### src/rtl/multicycle_sequencer.sv
// Multi-cycle FETCH/DECODE/EXECUTE/MEMORY/WRITEBACK sequencer for the SIWO core.
// Owns PC, instruction register, retire/cycle counters and memory wait-state handshakes.
module multicycle_sequencer #(
    parameter int PC_WIDTH    = 10,
    parameter int INSN_WIDTH  = 9,
    parameter int COUNT_WIDTH = 16
) (
    input  logic                   _CLK,
    input  logic                   _reset,
    input  logic                   _start,
    input  logic [INSN_WIDTH-1:0]  _insnIn,
    input  logic                   _insnValid,
    input  logic                   _halt,
    input  logic                   _memAccess,
    input  logic                   _regWrite,
    input  logic                   _branchJump,
    input  logic                   _relative,
    input  logic [PC_WIDTH-1:0]    _destBranchJump,
    input  logic                   _memReady,
    output logic [PC_WIDTH-1:0]    pc,
    output logic                   insnFetch,
    output logic [INSN_WIDTH-1:0]  instruction,
    output logic                   memEnable,
    output logic                   regWriteEn,
    output logic                   halted,
    output logic [2:0]             state,
    output logic [COUNT_WIDTH-1:0] insnCount,
    output logic [COUNT_WIDTH-1:0] cycleCount
);

    localparam logic [2:0] IDLE      = 3'd0;
    localparam logic [2:0] FETCH     = 3'd1;
    localparam logic [2:0] DECODE    = 3'd2;
    localparam logic [2:0] EXECUTE   = 3'd3;
    localparam logic [2:0] MEMORY    = 3'd4;
    localparam logic [2:0] WRITEBACK = 3'd5;
    localparam logic [2:0] HALTED    = 3'd6;

    logic [2:0]             state_r;
    logic [2:0]             stateNext_s;
    logic [PC_WIDTH-1:0]    pc_r;
    logic [PC_WIDTH-1:0]    pcRetire_s;
    logic [INSN_WIDTH-1:0]  ir_r;
    logic [COUNT_WIDTH-1:0] insnCount_r;
    logic [COUNT_WIDTH-1:0] cycleCount_r;
    logic                   insnFetch_r;
    logic                   memEnable_r;
    logic                   regWriteEn_r;
    logic                   halted_r;
    logic                   active_s;
    logic                   abort_s;
    logic                   launch_s;
    logic                   retire_s;
    logic                   irLoad_s;

    // Next-state selection; a dropped run level overrides every other transition
    always_comb begin
        stateNext_s = IDLE;
        launch_s    = 1'b0;
        retire_s    = 1'b0;
        irLoad_s    = 1'b0;
        active_s    = (state_r >= FETCH) && (state_r <= WRITEBACK);
        abort_s     = active_s && !_start;
        if (abort_s) begin
            stateNext_s = IDLE;
        end else begin
            case (state_r)
                IDLE: begin
                    if (_start) begin
                        stateNext_s = FETCH;
                        launch_s    = 1'b1;
                    end else begin
                        stateNext_s = IDLE;
                    end
                end
                FETCH: begin
                    if (_insnValid) begin
                        stateNext_s = DECODE;
                        irLoad_s    = 1'b1;
                    end else begin
                        stateNext_s = FETCH;
                    end
                end
                DECODE: begin
                    if (_halt) begin
                        stateNext_s = HALTED;
                    end else begin
                        stateNext_s = EXECUTE;
                    end
                end
                EXECUTE: begin
                    if (_memAccess) begin
                        stateNext_s = MEMORY;
                    end else if (_regWrite) begin
                        stateNext_s = WRITEBACK;
                    end else begin
                        stateNext_s = FETCH;
                        retire_s    = 1'b1;
                    end
                end
                MEMORY: begin
                    if (!_memReady) begin
                        stateNext_s = MEMORY;
                    end else if (_regWrite) begin
                        stateNext_s = WRITEBACK;
                    end else begin
                        stateNext_s = FETCH;
                        retire_s    = 1'b1;
                    end
                end
                WRITEBACK: begin
                    stateNext_s = FETCH;
                    retire_s    = 1'b1;
                end
                HALTED: begin
                    if (_start) begin
                        stateNext_s = HALTED;
                    end else begin
                        stateNext_s = IDLE;
                    end
                end
                default: stateNext_s = IDLE;
            endcase
        end
    end

    // Retire target; the offset is as wide as the PC, so modulo addition is the sign-extended add
    always_comb begin
        if (!_branchJump) begin
            pcRetire_s = pc_r + PC_WIDTH'(1);
        end else if (_relative) begin
            pcRetire_s = pc_r + _destBranchJump;
        end else begin
            pcRetire_s = _destBranchJump;
        end
    end

    // State, PC, IR, counters and Moore strobes registered from the next state
    always_ff @(posedge _CLK or posedge _reset) begin
        if (_reset) begin
            state_r      <= IDLE;
            pc_r         <= {PC_WIDTH{1'b0}};
            ir_r         <= {INSN_WIDTH{1'b0}};
            insnCount_r  <= {COUNT_WIDTH{1'b0}};
            cycleCount_r <= {COUNT_WIDTH{1'b0}};
            insnFetch_r  <= 1'b0;
            memEnable_r  <= 1'b0;
            regWriteEn_r <= 1'b0;
            halted_r     <= 1'b0;
        end else begin
            state_r      <= stateNext_s;
            insnFetch_r  <= (stateNext_s == FETCH);
            memEnable_r  <= (stateNext_s == MEMORY);
            regWriteEn_r <= (stateNext_s == WRITEBACK);
            halted_r     <= (stateNext_s == HALTED);
            if (irLoad_s) begin
                ir_r <= _insnIn;
            end
            if (abort_s) begin
                pc_r <= {PC_WIDTH{1'b0}};
            end else if (launch_s) begin
                pc_r         <= {PC_WIDTH{1'b0}};
                insnCount_r  <= {COUNT_WIDTH{1'b0}};
                cycleCount_r <= {COUNT_WIDTH{1'b0}};
            end else begin
                if (retire_s) begin
                    pc_r        <= pcRetire_s;
                    insnCount_r <= insnCount_r + COUNT_WIDTH'(1);
                end
                if (active_s && (cycleCount_r != {COUNT_WIDTH{1'b1}})) begin
                    cycleCount_r <= cycleCount_r + COUNT_WIDTH'(1);
                end
            end
        end
    end

    assign pc          = pc_r;
    assign instruction = ir_r;
    assign state       = state_r;
    assign insnCount   = insnCount_r;
    assign cycleCount  = cycleCount_r;
    assign insnFetch   = insnFetch_r;
    assign memEnable   = memEnable_r;
    assign regWriteEn  = regWriteEn_r;
    assign halted      = halted_r;

endmodule

### config.mk
export PLATFORM = sky130hd
export DESIGN_NAME = multicycle_sequencer
export DESIGN_NICKNAME = d
export VERILOG_FILES = /design/src/rtl/multicycle_sequencer.sv
export SDC_FILE = /design/constraint.sdc
export NUM_CORES = 1
export LEC_CHECK = 0
export ABC_AREA = 1
export BUFFER_PORTS_ARGS = -buffer_cell sky130_fd_sc_hd__buf_2
export CAP_MARGIN = 20
export CELL_PAD_IN_SITES_DETAIL_PLACEMENT = 1
export CELL_PAD_IN_SITES_GLOBAL_PLACEMENT = 2
export CORE_MARGIN = 2
export CORE_UTILIZATION = 30
export CTS_CLUSTER_DIAMETER = 200
export DETAILED_ROUTE_END_ITERATION = 8
export GPL_TIMING_DRIVEN = 0
export PLACE_DENSITY_LB_ADDON = 0.15
export SLEW_MARGIN = 10
export SYNTH_ARGS = -nofsm -noshare
export SYNTH_HDL_FRONTEND = slang
export SYNTH_SLANG_ARGS = --single-unit
### constraint.sdc
create_clock -name _CLK -period 2.52 [get_ports _CLK]
set_input_delay 0.504 -clock _CLK [delete_from_list [all_inputs] [get_ports _CLK]]
set_output_delay 0.504 -clock _CLK [all_outputs]
set_load 0.03 [all_outputs]
-- Yosys cells after proc, flatten, opt, wreduce, memory -nomap -nowiden
Index checks and enable logic that the tools add are counted.
- magnitude comparators: 2
- mux-type cells: 29
- add/subtract/negate cells: 4
- $mul: 0
- equal/unequal tests: 11
- div/mod/pow operators: 0
- bitwise logic cells: 1
- shifts and indexed selects: 0
- reductions and logical operators: 10
- operators by type and width (kind ; number):
    $mux 16 ; 4
    $mux 10 ; 5
    $add 16x1->16 const B ; 2
    $pmux 3 s7 ; 1
    $eq 3x3->1 const B ; 6
    $mux 3 ; 6
    $ne 16x16->1 const B ; 1
    $mux 1 ; 11
    $add 10x1->10 const B ; 1
    $add 10x10->10 ; 1
    $eq 3x1->1 const B ; 2
    $eq 3x2->1 const B ; 2
    $reduce_and 2->1 ; 2
    $reduce_bool 2->1 ; 2
    $ge 3x1->1 const B ; 1
    $le 3x3->1 const B ; 1
    $logic_and 1x1->1 ; 3
    $logic_not 3->1 ; 1
    $pmux 1 s3 ; 1
    $reduce_bool 3->1 ; 1
    $mux 2 ; 1
    $logic_not 1->1 ; 1
    $not 1->1 ; 1
- RAM bits: 0
- bits in latches: 0
- register bits after elaboration: 58
- memories: 0
- word-level logic and storage cells: 66
- ROM bits: 0

-- Logic depth before layout (Yosys ltp)
- depth after elaboration: 7
- depth in mapped cells: 13
- mapped depth without buffers: 13

-- Worst setup path after synthesis
OpenSTA, ideal clock, no wires.
- path kind: reg-to-reg
- start: reg pc_r[0] (netlist: pc[0])
- end: reg pc_r[6] (netlist: pc[6])
- data required time: 2.402 ns
- buffers on the path: 0
- cell stages (with the launch flop): 14
- arrival: 1.940 ns
- period minus slack after synthesis: 2.058 ns
- setup slack: 0.462 ns
- setup time: 0.118 ns
- cells stage by stage: dfrtp_1 > ha_1 > inv_1 > fa_1 > inv_1 > nand2_1 > a21oi_1 > nand2_1 > nand2_1 > nand2_1 > nand3_1 > nand2_1 > nand3_1 > nand2_1
- cells in the longest elaborated chain, start to end: 6
- elaborated cells on any way between the ends: 7
- those cells by class: add/sub: 2; mux: 5
- ends and longest elaborated chain (what ; RTL line ; source):
    from (decl) ; 41 ; logic [PC_WIDTH-1:0] pc_r;
    from (signal assigned) ; 142 ; pc_r <= {PC_WIDTH{1'b0}};
    from (signal assigned) ; 160 ; pc_r <= {PC_WIDTH{1'b0}};
    from (signal assigned) ; 162 ; pc_r <= {PC_WIDTH{1'b0}};
    $add 10x10->10 ; 132 ; pcRetire_s = pc_r + _destBranchJump;
    $mux 10 ; 131 ; end else if (_relative) begin
    $mux 10 (*) ; 129 ; if (!_branchJump) begin
    $mux 10 (*) ; 166 ; if (retire_s) begin
    $mux 10 (*) ; 161 ; end else if (launch_s) begin
    $mux 10 (*) ; 159 ; if (abort_s) begin
Mark *: on every way between the ends. The rest lies on a longest branch, timed or not. The select of a mux whose other input is x is not followed.
A chain may end at the register's enable or synchronous reset.

-- Worst setup path after layout
Same ends and word-level chain as after synthesis.

==> metrics.md <==
| Metric | Value |
|---|---|
| ANT nets after route | `0` |
| Max Cap Viol | `0` |
| CORE AREA | `12700 µm²` |
| Worst slew margin | `0.492` |
| CP endpoint kind | `flop` |
| Clk buf depth | `2` |
| Startpoint Class | `flop` |
| Depth of the CTS H-tree | `3` |
| Root buf cell | `clkbuf_16` |
| First-pass GRT wire length | `20600 µm` |
| Die area | `14100 µm²` |
| Area Growth Syn to Fin | `24.7%` |
| CP Class | `reg -> reg` |
| R2r endpoint | `pc[6]` |
| Synth area leaders | `dfrtp_1 (37%), nand2_1 (16%), nand3_1 (7.4%), nor2_1 (5.5%), inv_1 (5.0%)` |
| Port buffer count | `85` |
| Die Ht | `119 µm` |
| Global route overflow | `0` |
| Commonest non-fill, non-tap cell in the layout | `nand2_1` |
| DRT iter0 DRCs | `117` |
| Tcrit/Tclk final | `0.865` |
| Number of synthesized register bits | `58` |
| # IOs | `87` |
| Leak | `2.56 nW` |
| Min-delay worst type | `in -> async` |
| Dpl hpwl | `9300 µm` |
| FF-to-FF path depth | `13` |
| Syn_area_per_cell | `7.08 µm²` |
| Most frequent cells in the layout | `nand2_1 (167), buf_2 (89), nor2_1 (58), nand3_1 (58), dfrtp_1 (58)` |
| CTS tree | `built` |
| Crit Reg-Reg Startpoint | `pc[0]` |
| Nets | `696` |
| # setup viols final | `0` |
| Rows | `41` |
| Clk_lat worst skew | `0.33 ns` |
| Req. time, crit path | `2.74 ns` |
| Initial Utilization | `0.310` |
| Worst-Margin Slew | `0.763 ns` |
| Dominant cell type by area after synthesis | `dfrtp_1` |
| GRT Resource Usage Total | `0.181` |
| Skew final | `0.00591 ns` |
| Drt pass-1 iters | `4` |
| YS warnings | `0` |
| CP arrival | `2.40 ns` |
| Syn_nets | `600` |
| Synth top area share | `0.368` |
| Post-Synthesis Cells | `558` |
| Routed len/inst | `14.8 µm` |
| Drc violations | `0` |
| Largest net degree at the start of global routing | `59` |
| Maximum vdd ir drop | `406 µV` |
| Netlist cell types | `33` |
| Core Util, Final | `0.387` |
| Reg clk slew, reported paths | `0.06 ns` |
| Seq/Total Area, Yosys | `0.368` |
| Pwr Density | `999 nW/µm²` |
| Fmax | `459 MHz` |
| DRT Wirelength | `12300 µm` |
| Routed vias | `3967` |
| RSZ-0062 raised after global routing | `no` |
| Final hold violation count | `0` |
| Ant. Diodes | `0` |
| Setup TNS | `0 ns` |
| Setup Buffers After CTS | `0` |
| Min Clock Period, post-route | `2.18 ns` |
| Die X-Extent | `119 µm` |
| TritonCTS Buffers | `9` |
| TritonCTS Sinks | `58` |
| Share of layout cells above drive strength 1 | `0.223` |
| Number of global-route vias before repair | `4179` |
| Run status | `finished, final reports clean` |
| Vias per cell | `4.77` |
| Placer Congestion | `0.770` |
| Slew Viols, Final | `0` |
| Netlist Area Pre-Place | `3950 µm²` |
| Initial antenna violation count | `0` |
| Worst R2R Setup Slack | `0.34 ns` |
| Pwr Total | `4.92 mW` |
| Maximum fanout along the worst path | `7` |
-- worst max-delay path, stage by stage (launching register included) --
cell and delay [ns]:
dfrtp_1 0.51, ha_1 0.27, inv_1 0.07, fa_1 0.40, inv_1 0.07, nand2_1 0.07, a21oi_2 0.22, nand2_1 0.10
nand2_1 0.07, nand2_1 0.05, nand3_1 0.06, nand2_1 0.06, nand3_1 0.07, nand2_1 0.05
-- where the power goes --
group          total [mW]  switching [mW]  internal [mW]
logic                2.13            1.43          0.697
registers            1.43           0.272           1.16
clock network        1.36           0.464          0.894
total                4.92            2.17           2.75
-- worst max-delay path by stage --
stage | startpoint | end | slack [ns] | cells after the start
2_1_floorplan | pc[0] | pc[6] | 0.46 | 13
3_3_place_gp | _reset | insnCount[12] | -0.36 | 2
3_5_place_dp | _destBranchJump[0] | pc[8] | 0.19 | 14
4_1_cts | pc[0] | pc[8] | 0.21 | 13
5_1_grt | pc[0] | pc[8] | 0.12 | 13
6_report | pc[0] | pc[6] | 0.34 | 13
-- Yosys cell counts --
cell type / instances
buf_1: 1
nand2_2: 4
buf_4: 1
nor3_2: 4
o21ai_0: 19
xnor2_1: 3
nand3_1: 58
nor2_4: 1
nand2_1: 167
a31o_2: 2
nor2_2: 2
nor3_1: 11
o21bai_1: 1
fa_1: 1
a21oi_1: 19
inv_2: 5
and2_1: 1
ha_1: 12
buf_6: 5
mux2_2: 9
clkbuf_1: 2
o21a_1: 1
or2_2: 7
inv_1: 53
clkinv_1: 1
and3_1: 1
buf_2: 4
o21ai_1: 17
xor2_1: 20
nand3b_1: 2
nor2_1: 58
nand4_1: 8
dfrtp_1: 58
-- layout make-up --
class | count | area (µm²)
Clock inverter | 6 | 90.1
Multi-Input combinational cell | 428 | 2180
Tap cell | 172 | 215
Sequential cell | 58 | 1450
Timing Repair Buffer | 85 | 425
Buffer | 13 | 95.1
Inverter | 59 | 224
Fill cell | 1663 | 7800
Clock buffer | 10 | 239
-- registers in the layout, summed over array words and instances, names as in the netlist --
signal,count
cycleCount,16
insnCount,16
pc,10
instruction,9
state,3
halted,1
insnFetch,1
memEnable,1
regWriteEn,1
-- through the flow --
step,hold WS [ns],setup slack (ns),std cells,area [µm²]
final,0.328,0.341,831,4920
after global routing,0.394,0.118,831,4920
after CTS,0.355,0.212,831,4920
after detailed placement,0.488,0.192,815,4590
after global placement,0.484,-0.364,815,4590
after floorplan,0.655,0.462,558,3950
-- per-layer routing --
metal,track usage,up-vias,share of wire
met4,0.0543,0,0.016
met5,0,-,0
li1,-,1989,-
met2,0.314,63,0.49
met3,0.0314,18,0.026
met1,0.227,1897,0.47
-- cells by family after synthesis --
kind of cell | share of synthesized area
buf+inv | 0.0802
mux | 0.0257
simple gates | 0.355
xor+xnor | 0.0510
fa+ha+maj | 0.0431
flops | 0.368
compound gates | 0.0779
-- repair_timing --
item,in CTS,in global routing
hold endpoints to repair,0,0
setup endpoints to repair,0,1
hold buffers,0,0
resized for setup,0,1
No activity file was read; power rests on OpenSTA's default activity.
